**src/rtl/vec3_length_seq.sv**
```systemverilog
// Q16.16 vector magnitude: |v| via one shared 32x32 squarer, then a digit-serial non-restoring sqrt.
// Latency 3+NR cycles from accept to out_valid (NR = 32/BITS_PER_CYCLE); one vector in flight at a time.
// in_ready is high only in IDLE; results are held in DONE until out_valid && out_ready.
module vec3_length_seq #(
    parameter int BITS_PER_CYCLE = 1
) (
    input  logic        clk,
    input  logic        rst,
    input  logic        in_valid,
    output logic        in_ready,
    input  logic [31:0] x,
    input  logic [31:0] y,
    input  logic [31:0] z,
    output logic        out_valid,
    input  logic        out_ready,
    output logic [31:0] mag,
    output logic [31:0] mag2,
    output logic        sat
);

    localparam int         NR   = 32 / BITS_PER_CYCLE;
    localparam logic [4:0] LAST = 5'(NR - 1);

    typedef enum logic [1:0] {
        IDLE,
        SQ,
        ROOT,
        DONE
    } state_t;

    state_t      state;
    logic [31:0] xr;
    logic [31:0] yr;
    logic [31:0] zr;
    logic [1:0]  idx;
    logic [4:0]  cnt;
    logic [63:0] acc;
    logic [63:0] rad;
    logic [33:0] rem;
    logic [31:0] root;

    logic signed [31:0] comp;
    logic signed [63:0] comp_w;
    logic signed [63:0] prod;
    logic [63:0]        acc_n;
    logic [33:0]        rem_n;
    logic [31:0]        root_n;
    logic [63:0]        rad_n;
    logic               mag_clip;
    logic               mag2_clip;

    // Shared squarer: the component is picked by idx, the signed square is always >= 0.
    always_comb begin
        comp = zr;
        unique case (idx)
            2'd0:    comp = xr;
            2'd1:    comp = yr;
            default: comp = zr;
        endcase
        comp_w = 64'(comp);
        prod   = comp_w * comp_w;
        acc_n  = acc + $unsigned(prod);
    end

    // Non-restoring sqrt digits: the remainder sign picks subtract (r>=0) or add (r<0).
    always_comb begin
        rem_n  = rem;
        root_n = root;
        rad_n  = rad;
        for (int i = 0; i < BITS_PER_CYCLE; i++) begin
            if (!rem_n[33]) begin
                rem_n = {rem_n[31:0], rad_n[63:62]} - {root_n, 2'b01};
            end else begin
                rem_n = {rem_n[31:0], rad_n[63:62]} + {root_n, 2'b11};
            end
            root_n = {root_n[30:0], ~rem_n[33]};
            rad_n  = {rad_n[61:0], 2'b00};
        end
    end

    assign mag_clip  = root_n[31];
    assign mag2_clip = |acc[63:47];

    always_ff @(posedge clk) begin
        if (rst) begin
            state     <= IDLE;
            in_ready  <= 1'b1;
            out_valid <= 1'b0;
            mag       <= '0;
            mag2      <= '0;
            sat       <= 1'b0;
            xr        <= '0;
            yr        <= '0;
            zr        <= '0;
            idx       <= '0;
            cnt       <= '0;
            acc       <= '0;
            rad       <= '0;
            rem       <= '0;
            root      <= '0;
        end else begin
            unique case (state)
                IDLE: begin
                    if (in_valid) begin
                        xr       <= x;
                        yr       <= y;
                        zr       <= z;
                        acc      <= '0;
                        idx      <= '0;
                        in_ready <= 1'b0;
                        state    <= SQ;
                    end
                end
                SQ: begin
                    acc <= acc_n;
                    idx <= idx + 2'd1;
                    if (idx == 2'd2) begin
                        rad   <= acc_n;
                        rem   <= '0;
                        root  <= '0;
                        cnt   <= '0;
                        state <= ROOT;
                    end
                end
                ROOT: begin
                    rem  <= rem_n;
                    root <= root_n;
                    rad  <= rad_n;
                    cnt  <= cnt + 5'd1;
                    // Outputs are taken from the final digit step so they land on the DONE-entry edge.
                    if (cnt == LAST) begin
                        mag       <= mag_clip  ? 32'h7FFF_FFFF : root_n;
                        mag2      <= mag2_clip ? 32'h7FFF_FFFF : acc[47:16];
                        sat       <= mag_clip | mag2_clip;
                        out_valid <= 1'b1;
                        state     <= DONE;
                    end
                end
                DONE: begin
                    if (out_ready) begin
                        out_valid <= 1'b0;
                        in_ready  <= 1'b1;
                        state     <= IDLE;
                    end
                end
                default: begin
                    in_ready  <= 1'b1;
                    out_valid <= 1'b0;
                    state     <= IDLE;
                end
            endcase
        end
    end

endmodule

```
**config.mk**
```make
export PLATFORM = sky130hd
export DESIGN_NAME = vec3_length_seq
export DESIGN_NICKNAME = d
export VERILOG_FILES = /design/src/rtl/vec3_length_seq.sv
export SDC_FILE = /design/constraint.sdc
export NUM_CORES = 2
export LEC_CHECK = 0
export ABC_AREA = 0
export BUFFER_PORTS_ARGS = -buffer_cell sky130_fd_sc_hd__buf_4
export CAP_MARGIN = 20
export CORE_AREA = 2 2 295 297
export CTS_BUF_LIST = sky130_fd_sc_hd__clkbuf_8
export DETAILED_ROUTE_END_ITERATION = 12
export DIE_AREA = 0 0 297 299
export GPL_TIMING_DRIVEN = 0
export PLACE_DENSITY = 0.77
export SYNTH_ARGS = -nofsm -noshare
export SYNTH_HDL_FRONTEND = slang
export SYNTH_SLANG_ARGS = --single-unit
```
**constraint.sdc**
```tcl
create_clock -name clk -period 12.4 [get_ports clk]
set_input_delay 0.62 -clock clk [delete_from_list [all_inputs] [get_ports clk]]
set_output_delay 0.62 -clock clk [all_outputs]
set_load 0.02 [all_outputs]
```
==> results.json <==
{
  "fin_nets": 7292,
  "crit_fanout": 10,
  "setup_ws_ps": 94.9,
  "synth_edf_count": 0,
  "io_pins": 167,
  "drt_iter0_markers": 5107,
  "period_minus_slack_ps": 12310,
  "final_cells": 6982,
  "drtAntennaViolNets": 0,
  "synthAdderAreaFrac": 0.510,
  "die_width_microns": 297,
  "wl_met3_mm": 21.1,
  "synth_nets": 7059,
  "grt_pass1_vias": 42500,
  "drc_errors": 0,
  "met2_length_mm": 72.9,
  "cts_setup_buffers": 0,
  "clk_latency_ps": 650,
  "dp.cells": 6882,
  "hold_class": "primary input to flop",
  "timing.final.crit_share": 0.992,
  "start_util": 0.595,
  "ys_ff_latch": 364,
  "outcome": "completed",
  "antennaDiodeCount": 0,
  "cpMostUsedCell": "fa_1",
  "cts_tree": "yes",
  "avgViaCountPerCell": 5.82,
  "drive_gt1_frac": 0.0597,
  "wl_per_cell_microns": 24.0,
  "worstPathArrival_ps": 12840,
  "max_freq_ghz": 0.0813,
  "regArea_sq_mm": 0.00729,
  "clkTransAtPathRegs_ps": 90,
  "maxCapViolCount": 0,
  "synth_area_leader_cell": "fa_1",
  "rsz0062_at_grt": "false",
  "syn_area_per_cell_sq_um": 9.21,
  "dieArea_sq_mm": 0.0888,
  "top_layer_used": "met5",
  "antenna_found_initial": 4,
  "start_kind": "flop",
  "synth_top_family_by_area": "adder cells",
  "cts_htree_levels": 2,
  "synth_warnings": 0,
  "syn_inst": 5552,
  "groute.usage.overall": 0.386,
  "multi_input_area_sq_mm": 0.0376,
  "die_h_microns": 299,
  "routed_wl_mm": 168,
  "cp-end-kind": "flop",
  "place_hpwl_mm": 139,
  "vias": 40600,
  "hold_viol": 0,
  "criticalPathCategory": "flop to flop",
  "slew_headroom": 0.141,
  "met1Wirelength_mm": 62.2,
  "worstMarginPinSlew_ps": 1290,
  "synthSimpleGateAreaFrac": 0.101,
  "hold_ws_ps": 213,
  "numCtsBuffers": 53,
  "synth_sequential_area_ratio": 0.143,
  "critical_path.slowest_cell": "clkinv_1",
  "place_ws_ps": -19.5,
  "drt-pass1-iter-count": 12,
  "muxShareOfSynthArea": 0.000612,
  "rows": 108,
  "coreArea_sq_mm": 0.0859,
  "synth-compound-area-share": 0.0986,
  "cpPeakStageDelay_ps": 1040,
  "synth-xor-area-share": 0.0255,
  "crit_family": "adder cells",
  "clock_path_buffers": 3,
  "critical_path_required_ps": 12930,
  "grt_max_degree": 29,
  "netlist.area_leader.share": 0.442,
  "finalMaxSlewViolations": 0,
  "setup_viol": 0,
  "skew_ps": 48.3,
  "clockRootBuffer": "clkbuf_8",
  "port_buffers": 165,
  "cts_num_sinks": 364,
  "gp_congestion": 1.08,
  "area_delta_synth_final_pct": 8.18,
  "grt_pass1_wl_mm": 256,
  "grt-ovfl-total": 0,
  "fill_cells": 7171,
  "synth_cell_types": 80,
  "worst-path-buf-inv": 11,
  "synth-main-ff-cell": "dfxtp_1",
  "setup_tns_ps": 0,
  "synth_area_sq_mm": 0.0511,
  "synth_top_cells_by_area": "fa_1, dfxtp_1, inv_1, ha_1, nand2_1",
  "async_reset_ff_frac": 0
}
## Yosys cell counts (all sizes together) (44+ instances only)
cell type	n
a21o	70
a21oi	217
a222oi	44
a22o	48
a22oi	106
clkbuf	223
dfxtp	364
fa	1128
ha	279
inv	1397
nand2	582
nor2	466
nor3	83
o21ai	66
xnor2	105
xor2	44
## logic make-up after synthesis
family          count (synthesis)
buf+inv                      1656
fa+ha+maj                    1407
simple gates                 1257
compound gates                715
flops                         364
xor+xnor                      149
mux                             3
other cells                     1
## worst reg2reg max path, delay by kind of cell (launching register included)
kind | cells | cell delay, ps
buffers and inverters | 11 | 2950
adder cells (fa/ha/maj) | 10 | 4420
AO/OA/AOI/OAI | 9 | 3540
AND/OR/NAND/NOR | 4 | 910
flip-flops | 1 | 380
## path summary, 6_finish.rpt
| kind | start | end | slack (ps) | cells past startpoint |
|---|---|---|---|---|
| max | idx[0] | rad[63] | 90 | 34 |
| min reg2reg | xr[26] | xr[26] | 460 | 2 |
| max reg2reg | idx[0] | rad[63] | 90 | 34 |
| min | y[14] | yr[14] | 210 | 3 |
## flip-flops by register name (all words and copies together), names as in the netlist, 5 cells and up
| signal | cells |
|---|---|
| acc | 64 |
| rad | 64 |
| rem | 33 |
| mag2 | 32 |
| root | 32 |
| xr | 32 |
| yr | 32 |
| zr | 32 |
| mag | 31 |
| cnt | 5 |
## timing repair
| item | CTS | global route |
|---|---|---|
| resized for setup | 3 | 26 |
| setup endpoints to repair | 1 | 33 |
| hold buffers | 0 | 0 |
## metal layers
layer	vias up	track usage
met4	10	0.206
met2	2442	0.579
met3	586	0.117
met1	20300	0.506
met5	-	0
li1	17300	-
## area by class of cell
class                   count  share of cell area
multi-input cells        3532               0.681
clock inverters            30             0.00489
flip-flops and latches    364               0.132
plain buffers             250              0.0173
well taps                1155              0.0261
repair buffers            179              0.0270
clock buffers              67              0.0167
inverters                1405              0.0956
## through the flow
stage,cell area (sq um),utilization
finish,55300,0.643
floorplan,51100,-
detailed placement,54000,0.628
CTS,55200,0.642
global placement,53800,0.626
global route,55300,0.643
## placed cells by master, fill, tap and decap left out, types with 8 or more instances in the layout
master,count
inv_1,1399
fa_1,1128
nand2_1,581
nor2_1,465
dfxtp_1,364
ha_1,279
clkbuf_1,214
a21oi_1,209
buf_4,167
a22oi_1,106
xnor2_1,105
nor3_1,83
a21o_1,70
clkbuf_8,67
o21ai_0,51
a22o_1,48
xor2_1,44
a222oi_1,44
o221a_2,34
buf_1,23
nand3_1,23
nand4_1,22
a31oi_1,19
o21a_1,18
o21ai_1,15
clkinv_2,13
and3_1,13
nor2b_1,13
nand2b_1,13
o22ai_1,12
o21bai_1,10
o211ai_1,10
clkbuf_2,8
o31ai_1,8
Power is not shown: default switching activity piles up to over one toggle a cycle in this logic, so the estimate is an artifact.
